==> config.mk <==
export PLATFORM = sky130hd
export DESIGN_NAME = rx_serial_7e1
export DESIGN_NICKNAME = d
export VERILOG_FILES = /design/src/rtl/rx_serial_7e1_pkg.sv /design/src/rtl/rx_serial_7e1_fd.sv /design/src/rtl/rx_serial_7e1_uc.sv /design/src/rtl/rx_serial_7e1.sv
export SDC_FILE = /design/constraint.sdc
export NUM_CORES = 1
export LEC_CHECK = 0
export CAP_MARGIN = 20
export CORE_ASPECT_RATIO = 1.75
export CORE_UTILIZATION = 40
export CTS_CLUSTER_SIZE = 12
export DETAILED_ROUTE_END_ITERATION = 8
export DONT_BUFFER_PORTS = 1
export PLACE_DENSITY = 0.51
export SLEW_MARGIN = 40
export SYNTH_ARGS = -nofsm -noshare
export SYNTH_HDL_FRONTEND = slang
export SYNTH_SLANG_ARGS = --single-unit
==> constraint.sdc <==
create_clock -name clock -period 3.2 [get_ports clock]
set_clock_uncertainty 0.1 [all_clocks]
set_input_delay 0.32 -clock clock [delete_from_list [all_inputs] [get_ports clock]]
set_output_delay 0.32 -clock clock [all_outputs]
set_load 0.01 [all_outputs]
==> src/rtl/rx_serial_7e1_pkg.sv <==
// Shared definitions for the 7E1 serial link: FSM state codes (also used by
// the HEX debug display), standard bit-period values and frame geometry.
package rx_serial_7e1_pkg;

  localparam int unsigned CLKS_115200 = 434;
  localparam int unsigned CLKS_9600   = 5208;
  localparam int unsigned DATA_BITS   = 7;
  // Data bits plus parity plus stop, all shifted into one register.
  localparam int unsigned FRAME_BITS  = DATA_BITS + 2;

  localparam logic [3:0] INICIAL    = 4'd0;
  localparam logic [3:0] START_MEIO = 4'd1;
  localparam logic [3:0] DADOS      = 4'd2;
  localparam logic [3:0] PARIDADE   = 4'd3;
  localparam logic [3:0] STOP       = 4'd4;
  localparam logic [3:0] ARMAZENA   = 4'd5;

  // 1 when the total number of ones (data + parity) is odd.
  function automatic logic paridade_impar(input logic [DATA_BITS:0] v);
    return ^v;
  endfunction

endpackage

==> src/rtl/rx_serial_7e1_fd.sv <==
// Datapath of the 7E1 receiver: RX synchronizer, bit-timing counter, frame
// shift register, bit index, holding register and status flags.
// Ports:
//   clock, reset (async, active-low)
//   entrada_serial  raw RX line        recebe_dado  consumer acknowledge
//   zera/conta/desloca/registra        controls from the FSM
//   rx_s            synchronized line  armado       line seen idle since last store
//   fim_meio/fim_bit half/full bit terminal counts
//   ultimo_dado     shifting the last data bit
//   dados_ascii, tem_dado, pronto, erro_paridade, erro_stop, erro_overrun
module rx_serial_7e1_fd
  import rx_serial_7e1_pkg::*;
#(
  parameter int unsigned CLKS_PER_BIT = CLKS_115200,
  parameter int unsigned CNT_W        = 13
) (
  input  logic       clock,
  input  logic       reset,
  input  logic       entrada_serial,
  input  logic       recebe_dado,
  input  logic       zera,
  input  logic       conta,
  input  logic       desloca,
  input  logic       registra,
  output logic       rx_s,
  output logic       armado,
  output logic       fim_meio,
  output logic       fim_bit,
  output logic       ultimo_dado,
  output logic [6:0] dados_ascii,
  output logic       tem_dado,
  output logic       pronto,
  output logic       erro_paridade,
  output logic       erro_stop,
  output logic       erro_overrun
);

  localparam logic [CNT_W-1:0] HALF_TC = CNT_W'(CLKS_PER_BIT / 2 - 1);
  localparam logic [CNT_W-1:0] FULL_TC = CNT_W'(CLKS_PER_BIT - 1);

  logic                  sync1;
  logic [CNT_W-1:0]      cnt;
  logic [3:0]            idx;
  logic [FRAME_BITS-1:0] sr;

  always_ff @(posedge clock or negedge reset) begin
    if (!reset) begin
      sync1 <= 1'b1;
      rx_s  <= 1'b1;
    end else begin
      sync1 <= entrada_serial;
      rx_s  <= sync1;
    end
  end

  assign fim_meio    = (cnt == HALF_TC);
  assign fim_bit     = (cnt == FULL_TC);
  assign ultimo_dado = (idx == 4'(DATA_BITS - 1));

  always_ff @(posedge clock or negedge reset) begin
    if (!reset) begin
      cnt <= '0;
    end else if (zera) begin
      cnt <= '0;
    end else if (conta) begin
      cnt <= fim_bit ? '0 : cnt + 1'b1;
    end
  end

  always_ff @(posedge clock or negedge reset) begin
    if (!reset) begin
      idx <= '0;
    end else if (zera) begin
      idx <= '0;
    end else if (desloca) begin
      idx <= idx + 1'b1;
    end
  end

  // LSB-first: after 9 shifts sr = {stop, parity, data[6:0]}.
  always_ff @(posedge clock or negedge reset) begin
    if (!reset) begin
      sr <= '0;
    end else if (desloca) begin
      sr <= {rx_s, sr[FRAME_BITS-1:1]};
    end
  end

  // Blocks start detection after a store until the line has been seen high,
  // so a held break does not produce repeated frames.
  always_ff @(posedge clock or negedge reset) begin
    if (!reset) begin
      armado <= 1'b1;
    end else if (registra) begin
      armado <= rx_s;
    end else if (rx_s) begin
      armado <= 1'b1;
    end
  end

  always_ff @(posedge clock or negedge reset) begin
    if (!reset) begin
      dados_ascii   <= '0;
      tem_dado      <= 1'b0;
      pronto        <= 1'b0;
      erro_paridade <= 1'b0;
      erro_stop     <= 1'b0;
      erro_overrun  <= 1'b0;
    end else begin
      pronto <= registra;
      if (registra) begin
        dados_ascii   <= sr[DATA_BITS-1:0];
        erro_paridade <= paridade_impar(sr[DATA_BITS:0]);
        erro_stop     <= ~sr[FRAME_BITS-1];
        tem_dado      <= 1'b1;
        if (tem_dado && !recebe_dado) begin
          erro_overrun <= 1'b1;
        end
      end else if (recebe_dado) begin
        tem_dado     <= 1'b0;
        erro_overrun <= 1'b0;
      end
    end
  end

endmodule

==> src/rtl/rx_serial_7e1_uc.sv <==
// Control unit of the 7E1 receiver.
// Ports:
//   clock, reset (async, active-low)
//   rx_s, armado, fim_meio, fim_bit, ultimo_dado   status from the datapath
//   zera, conta, desloca, registra                 datapath controls
//   db_tick   sample strobe    db_estado  current state code
module rx_serial_7e1_uc
  import rx_serial_7e1_pkg::*;
(
  input  logic       clock,
  input  logic       reset,
  input  logic       rx_s,
  input  logic       armado,
  input  logic       fim_meio,
  input  logic       fim_bit,
  input  logic       ultimo_dado,
  output logic       zera,
  output logic       conta,
  output logic       desloca,
  output logic       registra,
  output logic       db_tick,
  output logic [3:0] db_estado
);

  logic [3:0] estado;
  logic [3:0] proximo;

  always_ff @(posedge clock or negedge reset) begin
    if (!reset) begin
      estado <= INICIAL;
    end else begin
      estado <= proximo;
    end
  end

  always_comb begin
    proximo  = estado;
    zera     = 1'b0;
    conta    = 1'b0;
    desloca  = 1'b0;
    registra = 1'b0;
    db_tick  = 1'b0;
    case (estado)
      INICIAL: begin
        zera = 1'b1;
        if (!rx_s && armado) proximo = START_MEIO;
      end
      START_MEIO: begin
        conta = 1'b1;
        if (fim_meio) begin
          db_tick = 1'b1;
          zera    = 1'b1;
          proximo = rx_s ? INICIAL : DADOS;
        end
      end
      DADOS: begin
        conta = 1'b1;
        if (fim_bit) begin
          db_tick = 1'b1;
          desloca = 1'b1;
          if (ultimo_dado) proximo = PARIDADE;
        end
      end
      PARIDADE: begin
        conta = 1'b1;
        if (fim_bit) begin
          db_tick = 1'b1;
          desloca = 1'b1;
          proximo = STOP;
        end
      end
      STOP: begin
        conta = 1'b1;
        if (fim_bit) begin
          db_tick = 1'b1;
          desloca = 1'b1;
          proximo = ARMAZENA;
        end
      end
      ARMAZENA: begin
        registra = 1'b1;
        zera     = 1'b1;
        proximo  = INICIAL;
      end
      default: proximo = INICIAL;
    endcase
  end

  assign db_estado = estado;

endmodule

==> src/rtl/rx_serial_7e1.sv <==
// 7E1 asynchronous serial receiver (start, 7 data LSB first, even parity,
// 1 stop) with single-entry holding register and error flags.
// Ports:
//   clock, reset (async, active-low), entrada_serial (RX, idle high)
//   recebe_dado   consumer acknowledge (level)
//   dados_ascii   last character     tem_dado   holding register full
//   pronto        store pulse        erro_paridade/erro_stop/erro_overrun
//   db_tick, db_serial, db_estado    debug
module rx_serial_7e1
  import rx_serial_7e1_pkg::*;
#(
  parameter int unsigned CLKS_PER_BIT = CLKS_115200,
  parameter int unsigned CNT_W        = 13
) (
  input  logic       clock,
  input  logic       reset,
  input  logic       entrada_serial,
  input  logic       recebe_dado,
  output logic [6:0] dados_ascii,
  output logic       tem_dado,
  output logic       pronto,
  output logic       erro_paridade,
  output logic       erro_stop,
  output logic       erro_overrun,
  output logic       db_tick,
  output logic       db_serial,
  output logic [3:0] db_estado
);

  logic rx_s, armado, fim_meio, fim_bit, ultimo_dado;
  logic zera, conta, desloca, registra;

  rx_serial_7e1_fd #(
    .CLKS_PER_BIT(CLKS_PER_BIT),
    .CNT_W       (CNT_W)
  ) u_fd (
    .clock         (clock),
    .reset         (reset),
    .entrada_serial(entrada_serial),
    .recebe_dado   (recebe_dado),
    .zera          (zera),
    .conta         (conta),
    .desloca       (desloca),
    .registra      (registra),
    .rx_s          (rx_s),
    .armado        (armado),
    .fim_meio      (fim_meio),
    .fim_bit       (fim_bit),
    .ultimo_dado   (ultimo_dado),
    .dados_ascii   (dados_ascii),
    .tem_dado      (tem_dado),
    .pronto        (pronto),
    .erro_paridade (erro_paridade),
    .erro_stop     (erro_stop),
    .erro_overrun  (erro_overrun)
  );

  rx_serial_7e1_uc u_uc (
    .clock      (clock),
    .reset      (reset),
    .rx_s       (rx_s),
    .armado     (armado),
    .fim_meio   (fim_meio),
    .fim_bit    (fim_bit),
    .ultimo_dado(ultimo_dado),
    .zera       (zera),
    .conta      (conta),
    .desloca    (desloca),
    .registra   (registra),
    .db_tick    (db_tick),
    .db_estado  (db_estado)
  );

  assign db_serial = rx_s;

endmodule
==> impl_metrics.env, run 1 <==
export IMPL_status="finished, final reports clean"
export IMPL_synth_area_sq_um=2230
export IMPL_synthToLayoutAreaGrowth_pct=10.3
export IMPL_drive_gt1_share_pct=13.2
export IMPL_dp_hpwl_um=3220
export IMPL_htreeDepth=2
export IMPL_wl_per_cell_um=14.9
export IMPL_routabilityCongestion=0.913
export IMPL_min_path_type="input pin to register"
export IMPL_setup_viol=0
export IMPL_synth_commonest_cells="nand2_1 (43), dfrtp_1 (41), o21ai_0 (17)"
export IMPL_seq_area_frac_synth_pct=49.6
export IMPL_slew_violations=0
export IMPL_critical_path_arrival_ns=2.14
export IMPL_timing_setup_tns_ns=0
export IMPL_synth_xor_area_share_pct=3.14
export IMPL_core_area_sq_um=5300
export IMPL_synth_most_common_cell="nand2_1"
export IMPL_insertedDiodeCount=0
export IMPL_relSlewSlack_pct=48.8
export IMPL_crit_type="register to output port"
export IMPL_path_cells="nand4_1 -> nor4b_4 -> nand2_1 -> o21ai_0 -> o21a_1"
export IMPL_die_h_um=101
export IMPL_critPathBufInv=0
export IMPL_tightest_slew_ns=0.766
export IMPL_final_util_pct=46.4
export IMPL_combPwrFrac_pct=14.9
export IMPL_yosys_register_bits=44
export IMPL_drt_total_wl_um=4500
export IMPL_clockBufferDepth=2
export IMPL_clk_insertion_delay_late_ns=0.29
export IMPL_dp_cells=291
export IMPL_syn_nets=232
export IMPL_routed_via_density=5.46
export IMPL_grt_pass1_vias=1630
export IMPL_cts_tree="done"
export IMPL_path_max_fanout=8
export IMPL_timing_final_crit_share_pct=80.0
export IMPL_fmax_mhz=391
export IMPL_yosys_area_share_simple_pct=23.5
export IMPL_grt_overflow=0
export IMPL_rows=35
export IMPL_cts_repair_resized=0
export IMPL_io_pins=22
export IMPL_fin_cells=302
export IMPL_ir_drop_v=0.000281
export IMPL_syn_avg_cell_area_sq_um=9.99
export IMPL_cap_viol_max_count=0
export IMPL_dr_pass1_iters=4
export IMPL_leakage_nw=1.06
export IMPL_ys_flop_type="dfrtp_1"
export IMPL_slowest_stage="nor4b_4"
export IMPL_swShare_pct=28.1
export IMPL_clk_pin_slew_worst_paths_ns=0.08
export IMPL_dieArea_sq_um=5880
export IMPL_grt_usage_pct=17.8
export IMPL_yosysTopAreaCell="dfrtp_1"
export IMPL_pwr_share_clk_pct=34.5
export IMPL_grt_max_degree=45
export IMPL_io_buffers=0
export IMPL_setup_worst_path_end_class="output port"
export IMPL_muxShareOfSynthArea_pct=5.00
export IMPL_netlist_area_leader_share_pct=46.0
export IMPL_rsz0062_at_grt="no"
export IMPL_start_util_pct=42.1
export IMPL_critPathRequiredTime_ns=2.78
export IMPL_antenna_found_initial=0
export IMPL_seqPwrFrac_pct=50.6
export IMPL_async_flop_share_pct=100
export IMPL_yosysWarnings=0
export IMPL_grt_pass1_wl_um=8020
export IMPL_layout_setup_ws_ns=0.641
export IMPL_place_ws_ns=0.741
export IMPL_clockRootBuffer="clkbuf_8"
export IMPL_yosys_area_share_adder_pct=2.81
export IMPL_synth_top_family_by_area="simple AND/OR/NAND/NOR gates"
export IMPL_p_sw_mw=0.361
export IMPL_p_int_mw=0.925
export IMPL_cts_sinks=44
export IMPL_finalNetCount=236
export IMPL_hold_viol=0
export IMPL_fin_crit_ns=2.56
export IMPL_fp_dieW_um=58.4
export IMPL_synth_distinct_cells=49
export IMPL_slowest_delay_ns=0.55
export IMPL_drc=0
export IMPL_num_vias=1648
export IMPL_pwr_density_cell_nw_per_um2=523
export IMPL_synthCells=223
export IMPL_synth_area_leaders="dfrtp_1 (46%), nand2_1 (7.2%), mux2_2 (4.5%), o21ai_0 (3.8%), dfstp_2 (3.5%)"
export IMPL_synth_compound_area_share_pct=12.2
export IMPL_startpoint_type="register"
export IMPL_synth_edff_count=0
export IMPL_antenna_left=0
export IMPL_drtIter0Drc=127
export IMPL_crit_family="simple AND/OR/NAND/NOR gates"
export IMPL_numCtsBuffers=5
flip-flops by register name, indices dropped and copies added, names as in the netlist:
signal              cells
u_fd.armado             1
u_uc.db_estado          3
u_fd.erro_paridade      1
u_fd.rx_s               1
u_fd.dados_ascii        7
u_fd.cnt               13
u_fd.idx                4
u_fd.pronto             1
u_fd.erro_overrun       1
u_fd.sync1              1
u_fd.tem_dado           1
u_fd.sr                 9
u_fd.erro_stop          1
metal layers:
layer / global-route usage, % / share of wire, % / wire length (um)
met3: 3.21 / 3.4 / 151
met1: 21.7 / 40 / 1790
met5: 0 / 0 / 0
met4: 6.96 / 2.7 / 122
met2: 30.7 / 54 / 2430
layout make-up:
class	instances	area [sq um]
multi-input combinational	161	1040
fill	500	2840
sequential	44	1100
inverter	11	41.3
timing repair buffer	4	55.1
tap	74	92.6
clock inverter	2	38.8
clock buffer	6	82.6
timing repair:
action                                 in CTS  in global routing
setup buffers                               0                  0
endpoints found under the hold margin      45                  0
hold buffers                                3                  0
power by group through the flow:
stage | registers, mW | clock network [mW] | logic, mW
after floorplan | 0.644 | 0 | 0.139
after global placement | 0.659 | 0 | 0.177
after detailed placement | 0.662 | 0 | 0.177
after CTS | 0.651 | 0.463 | 0.196
final | 0.651 | 0.443 | 0.192
after global routing | 0.658 | 0.480 | 0.217
worst paths after layout:
path,from,end,slack [ns],cells past startpoint
max in group asynchronous,reset,u_fd.armado,2.31,2
worst min-delay path,recebe_dado,u_fd.erro_overrun,0.03,1
worst max register to register,u_uc.db_estado[2],u_fd.cnt[9],0.73,5
min in group asynchronous,reset,u_fd.cnt[9],0.42,2
worst max-delay path,u_fd.cnt[4],db_tick,0.64,5
worst min register to register,u_fd.sync1,u_fd.rx_s,0.26,0
kinds of logic (layout without fill, tap and decap cells):
group / after synthesis / after routing
compound gates: 44 / 44
xor+xnor: 8 / 8
fa+ha+maj: 5 / 5
buf+inv: 18 / 23
flops: 44 / 44
mux: 10 / 10
other cells: 1 / 1
simple gates: 93 / 93
stage by stage:
stage	hold WS [ns]	power [mW]	cell area, sq um
CTS	0.0258	1.31	2460
global route	0.0284	1.36	2460
global placement	-0.0742	0.836	2290
finish	0.0299	1.29	2460
floorplan	-0.0756	0.783	2230
detailed placement	-0.0743	0.839	2290
layout by cell type, fill, tap and decap left out, drive strengths merged, types with 2 or more instances in the layout:
| cell | synthesis | routed |
|---|---|---|
| nand2 | 44 | 44 |
| dfrtp | 41 | 41 |
| o21ai | 17 | 17 |
| nand3 | 13 | 13 |
| inv | 10 | 10 |
| mux2 | 9 | 9 |
| a21oi | 9 | 9 |
| xnor2 | 7 | 7 |
| nand4 | 6 | 6 |
| clkbuf | 4 | 6 |
| ha | 5 | 5 |
| nor2 | 4 | 4 |
| o22ai | 4 | 4 |
| a211oi | 4 | 4 |
| nand2b | 3 | 3 |
| and3 | 3 | 3 |
| or4 | 3 | 3 |
| o311ai | 3 | 3 |
| dfstp | 3 | 3 |
| nor3 | 3 | 3 |
| nand3b | 2 | 2 |
| and2 | 2 | 2 |
| o2bb2ai | 2 | 2 |
| dlygate4sd3 | 0 | 2 |
| or3 | 2 | 2 |
| clkinv | 1 | 2 |
| nor4 | 2 | 2 |
| buf | 3 | 2 |
(Power assumes the default switching activity.)
==> run 2, diff against run 1 <==
--- a/config.mk
+++ b/config.mk
@@ -11,7 +11,7 @@
 export CTS_CLUSTER_SIZE = 12
 export DETAILED_ROUTE_END_ITERATION = 8
 export DONT_BUFFER_PORTS = 1
-export PLACE_DENSITY = 0.51
+export PLACE_DENSITY = 0.53
 export SLEW_MARGIN = 40
 export SYNTH_ARGS = -nofsm -noshare
 export SYNTH_HDL_FRONTEND = slang
==> constraint.sdc (replaced) <==
create_clock -name clock -period 2.3 [get_ports clock]
set_clock_uncertainty 0.1 [all_clocks]
set_input_delay 0.23 -clock clock [delete_from_list [all_inputs] [get_ports clock]]
set_output_delay 0.23 -clock clock [all_outputs]
set_load 0.01 [all_outputs]
==> impl_metrics.env, run 2 (synthesis gave the netlist of run 1 again) <==
export IMPL_status="finished, final reports clean"
export IMPL_met3_length_um=104
export IMPL_combPwrFrac_pct=19.4
export IMPL_grt_overflow=0
export IMPL_num_vias=1690
export IMPL_min_from="u_fd.sync1"
export IMPL_htreeDepth=2
export IMPL_fin_worst_hold_slack_ns=0.260
export IMPL_drive_gt1_share_pct=20.2
export IMPL_layout_setup_ws_ns=0.170
export IMPL_wl_per_cell_um=15.1
export IMPL_drc=0
export IMPL_rr_startpoint="u_fd.cnt[0]"
export IMPL_die_h_um=101
export IMPL_regMostFlops="u_fd.cnt"
export IMPL_drt_total_wl_um=4860
export IMPL_fp_dieW_um=58.4
export IMPL_largest_register_ffs=13
export IMPL_synthToLayoutAreaGrowth_pct=17.0
export IMPL_final_util_pct=49.2
export IMPL_setup_viol=0
export IMPL_top_layer_used="met4"
export IMPL_design_area_sq_um=2610
export IMPL_clockBufferDepth=2
export IMPL_io_pins=22
export IMPL_place_ws_ns=0.235
export IMPL_clk_pin_slew_worst_paths_ns=0.09
export IMPL_dp_hpwl_um=3450
export IMPL_clk_insertion_delay_late_ns=0.30
export IMPL_timing_final_crit_share_pct=92.6
export IMPL_setup_worst_path_end_class="output port"
export IMPL_cts_tree="done"
export IMPL_dieArea_sq_um=5880
export IMPL_path_max_fanout=5
export IMPL_dp_cells=307
export IMPL_grt_pass1_vias=1726
export IMPL_numCtsBuffers=5
export IMPL_reg2reg_depth=6
export IMPL_critPathRequiredTime_ns=1.97
export IMPL_grt_pass1_wl_um=8310
export IMPL_pwr_density_cell_nw_per_um2=706
export IMPL_start_util_pct=42.1
export IMPL_min_path_type="register to register"
export IMPL_rsz0062_at_grt="no"
export IMPL_min_to="u_fd.rx_s"
export IMPL_r2r_end="u_fd.cnt[10]"
export IMPL_placedInstanceArea_sq_um=2410
export IMPL_final_cell_mix="nand2_1 (42), dfrtp_1 (41), buf_4 (20)"
export IMPL_fin_cells=322
export IMPL_critical_path_arrival_ns=1.80
export IMPL_antenna_found_initial=0
export IMPL_layout_commonest_cell="nand2_1"
export IMPL_fillers=511
export IMPL_routabilityCongestion=0.865
export IMPL_core_area_sq_um=5300
export IMPL_hold_viol=0
export IMPL_slew_violations=0
export IMPL_drtIter0Drc=68
export IMPL_fin_crit_ns=2.13
export IMPL_reg_largest_list="u_fd.cnt: 13 flops, u_fd.sr: 9 flops, u_fd.dados_ascii: 7 flops"
export IMPL_cts_sinks=44
export IMPL_ir_drop_v=0.000493
export IMPL_clockRootBuffer="clkbuf_8"
export IMPL_crit_type="register to output port"
export IMPL_met1_length_um=1930
export IMPL_insertedDiodeCount=0
export IMPL_io_buffers=0
export IMPL_p_int_mw=1.31
export IMPL_cap_viol_max_count=0
export IMPL_antenna_left=0
export IMPL_grt_max_degree=45
export IMPL_rows=35
export IMPL_startpoint_type="register"
export IMPL_finalNetCount=256
export IMPL_pwr_share_clk_pct=33.1
export IMPL_power_total_mw=1.84
export IMPL_grt_usage_pct=18.9
export IMPL_p_sw_mw=0.528
export IMPL_seqPwrFrac_pct=47.5
export IMPL_timing_setup_tns_ns=0
export IMPL_dr_pass1_iters=4
export IMPL_routed_via_density=5.25
export IMPL_hold_path_depth=0
export IMPL_r2r_slack_ns=0.19
export IMPL_wl_met2_um=2620
export IMPL_fmax_mhz=469
export IMPL_swShare_pct=28.7
export IMPL_leakage_nw=1.15
[run 2: metal layers]
metal / vias to the layer above / track usage, %
li1: 834 / -
met4: 0 / 10.1
met3: 16 / 3.08
met2: 32 / 33.7
met1: 808 / 20.9
met5: - / 0
[run 2: worst max-delay path: stages, from the launching register on]
cell and delay (ns):
dfrtp_1 0.40, buf_4 0.15, nand3b_1 0.28, nor2_1 0.22, nand2_1 0.10, o22ai_1 0.16, o21a_1 0.18
[run 2: worst max path at each step]
stage | startpoint | endpoint
2_1_floorplan | u_uc.db_estado[1] | u_fd.cnt[4]
3_3_place_gp | u_fd.cnt[12] | u_fd.cnt[9]
3_5_place_dp | u_fd.cnt[2] | db_tick
4_1_cts | u_fd.cnt[2] | db_tick
5_1_grt | u_fd.cnt[0] | db_tick
6_report | u_fd.cnt[8] | db_tick
[run 2: power by group through the flow]
| stage | Clock [mW] | Sequential [mW] | Combinational (mW) |
|---|---|---|---|
| 2_1_floorplan | 0 | 0.896 | 0.193 |
| 3_3_place_gp | 0 | 0.890 | 0.312 |
| 3_5_place_dp | 0 | 0.889 | 0.313 |
| 4_1_cts | 0.635 | 0.874 | 0.367 |
| 5_1_grt | 0.677 | 0.883 | 0.404 |
| 6_report | 0.610 | 0.874 | 0.357 |
[run 2: layout make-up]
class                      count  area (sq um)  share of cell area (%)
sequential                    44          1100                    42.4
multi-input combinational    161          1050                    40.1
timing repair buffer          24           208                    7.97
tap                           74          92.6                    3.55
clock buffer                   5          68.8                    2.64
clock inverter                 3          46.3                    1.78
inverter                      11          41.3                    1.58
[run 2: repair_timing]
item                                   4_1_cts  5_1_grt
endpoints found under the hold margin       47        0
pin swaps                                    1        1
hold buffers                                 4        0
resized for setup                            0        2
buffers inserted                             2        1
setup endpoints to repair                    1        1
==> run 3, diff against run 2 <==
--- a/config.mk
+++ b/config.mk
@@ -11,6 +11,7 @@
 export CTS_CLUSTER_SIZE = 12
 export DETAILED_ROUTE_END_ITERATION = 8
 export DONT_BUFFER_PORTS = 1
+export MAX_ROUTING_LAYER = met4
 export PLACE_DENSITY = 0.53
 export SLEW_MARGIN = 40
 export SYNTH_ARGS = -nofsm -noshare
==> impl_metrics.env, run 3 (synthesis gave the netlist of run 1 again) <==
export IMPL_routed_via_density=5.28
export IMPL_setup_viol=0
export IMPL_clockRootBuffer="clkbuf_8"
export IMPL_p_int_mw=1.31
export IMPL_routabilityCongestion=0.879
export IMPL_largest_register_ffs=13
export IMPL_fp_dieW_um=58.4
export IMPL_critical_path_arrival_ns=1.80
export IMPL_grt_overflow=0
export IMPL_io_pins=22
export IMPL_cts_sinks=44
export IMPL_wl_per_cell_um=15.1
export IMPL_numCtsBuffers=5
export IMPL_fillers=511
export IMPL_fin_cells=322
export IMPL_regMostFlops="u_fd.cnt"
export IMPL_fmax_mhz=469
export IMPL_startpoint_type="register"
export IMPL_grt_max_degree=45
export IMPL_synthToLayoutAreaGrowth_pct=17.0
export IMPL_combPwrFrac_pct=19.4
export IMPL_regArea_sq_um=1100
export IMPL_timing_setup_tns_ns=0
export IMPL_crit_family="simple AND/OR/NAND/NOR gates"
export IMPL_timing_final_crit_share_pct=92.7
export IMPL_place_ws_ns=0.235
export IMPL_grt_pass1_wl_um=8290
export IMPL_start_util_pct=42.1
export IMPL_num_vias=1701
export IMPL_path_cells="nand3b_1 -> nor2_1 -> nand2_1 -> o22ai_1 -> o21a_1"
export IMPL_status="finished, final reports clean"
export IMPL_cap_viol_max_count=0
export IMPL_rsz0062_at_grt="no"
export IMPL_leakage_nw=1.15
export IMPL_clk_insertion_delay_late_ns=0.30
export IMPL_antenna_found_initial=0
export IMPL_final_cell_mix="nand2_1 (42), dfrtp_1 (41), buf_4 (20)"
export IMPL_htreeDepth=2
export IMPL_drt_total_wl_um=4860
export IMPL_dieArea_sq_um=5880
export IMPL_drtIter0Drc=75
export IMPL_min_path_type="register to register"
export IMPL_setup_worst_path_end_class="output port"
export IMPL_slowest_delay_ns=0.56
export IMPL_drc=0
export IMPL_hold_viol=0
export IMPL_swShare_pct=28.7
export IMPL_pwr_share_clk_pct=33.1
export IMPL_final_util_pct=49.2
export IMPL_seqPwrFrac_pct=47.5
export IMPL_multi_input_area_sq_um=1050
export IMPL_p_sw_mw=0.527
export IMPL_ir_drop_v=0.000491
export IMPL_layout_commonest_cell="nand2_1"
export IMPL_rows=35
export IMPL_grt_usage_pct=19.4
export IMPL_io_buffers=0
export IMPL_finalNetCount=256
export IMPL_slowest_stage="dfrtp_1"
export IMPL_pwr_density_cell_nw_per_um2=706
export IMPL_clockBufferDepth=2
export IMPL_die_h_um=101
export IMPL_critPathRequiredTime_ns=1.97
export IMPL_path_max_fanout=9
export IMPL_dr_pass1_iters=4
export IMPL_critPathBufInv=0
export IMPL_core_area_sq_um=5300
export IMPL_crit_type="register to output port"
export IMPL_dp_cells=307
export IMPL_layout_setup_ws_ns=0.167
export IMPL_dp_hpwl_um=3450
export IMPL_grt_pass1_vias=1735
export IMPL_antenna_left=0
export IMPL_cts_tree="done"
export IMPL_clk_pin_slew_worst_paths_ns=0.09
export IMPL_fin_crit_ns=2.13
export IMPL_drive_gt1_share_pct=20.2
export IMPL_reg_largest_list="u_fd.cnt: 13 flops, u_fd.sr: 9 flops, u_fd.dados_ascii: 7 flops"
export IMPL_slew_violations=0
export IMPL_power_total_mw=1.84
export IMPL_insertedDiodeCount=0
-- run 3: layer usage --
layer / up-vias / GRT usage, % / part of all wire, %
met3: 14 / 3.08 / 2.1
met5: - / - / 0
li1: 834 / - / -
met4: 0 / 10.1 / 3.8
met2: 34 / 34.0 / 55
met1: 819 / 20.4 / 39
-- run 3: cell type report --
type / instances / area share [%]
sequential: 44 / 42.4
timing repair buffer: 24 / 7.97
multi-input combinational: 161 / 40.1
clock buffer: 5 / 2.64
inverter: 11 / 1.58
clock inverter: 3 / 1.78
tap: 74 / 3.55
-- run 3: stage by stage --
stage	hold slack [ns]	instance area (sq um)
2_1_floorplan	-0.166	2230
3_3_place_gp	-0.165	2410
3_5_place_dp	-0.164	2410
4_1_cts	0.263	2600
5_1_grt	0.274	2610
6_report	0.260	2610
-- run 3: what timing repair did --
action                                  4_1_cts  5_1_grt
setup buffers                                 2        1
endpoints found under the hold margin        47        0
hold buffers                                  4        0
gates resized for setup                       0        2
endpoints found under the setup margin        1        1
pin swaps                                     1        1
-- run 3: final timing paths --
check	from	to	slack, ns	depth (start not counted)
worst max-delay path	u_fd.cnt[6]	db_tick	0.17	5
worst min-delay path	u_fd.sync1	u_fd.rx_s	0.26	0
worst max register to register	u_fd.cnt[0]	u_fd.cnt[10]	0.20	6
worst min register to register	u_fd.sync1	u_fd.rx_s	0.26	0
max in group asynchronous	reset	u_fd.armado	1.48	2
min in group asynchronous	reset	u_fd.sr[6]	0.36	2
-- run 3: worst reg2reg max path, cell delays in order (launching register included) --
cell	delay [ns]
dfrtp_1	0.44
ha_1	0.22
nor4b_4	0.13
buf_4	0.16
a211o_1	0.38
or4_1	0.48
o21ai_0	0.10
-- run 3: power groups by stage --
stage / sequential [mW] / clock (mW) / combinational [mW]
after floorplan: 0.896 / 0 / 0.193
after global placement: 0.890 / 0 / 0.312
after detailed placement: 0.889 / 0 / 0.313
after CTS: 0.874 / 0.635 / 0.367
after global routing: 0.883 / 0.673 / 0.404
final: 0.874 / 0.610 / 0.356
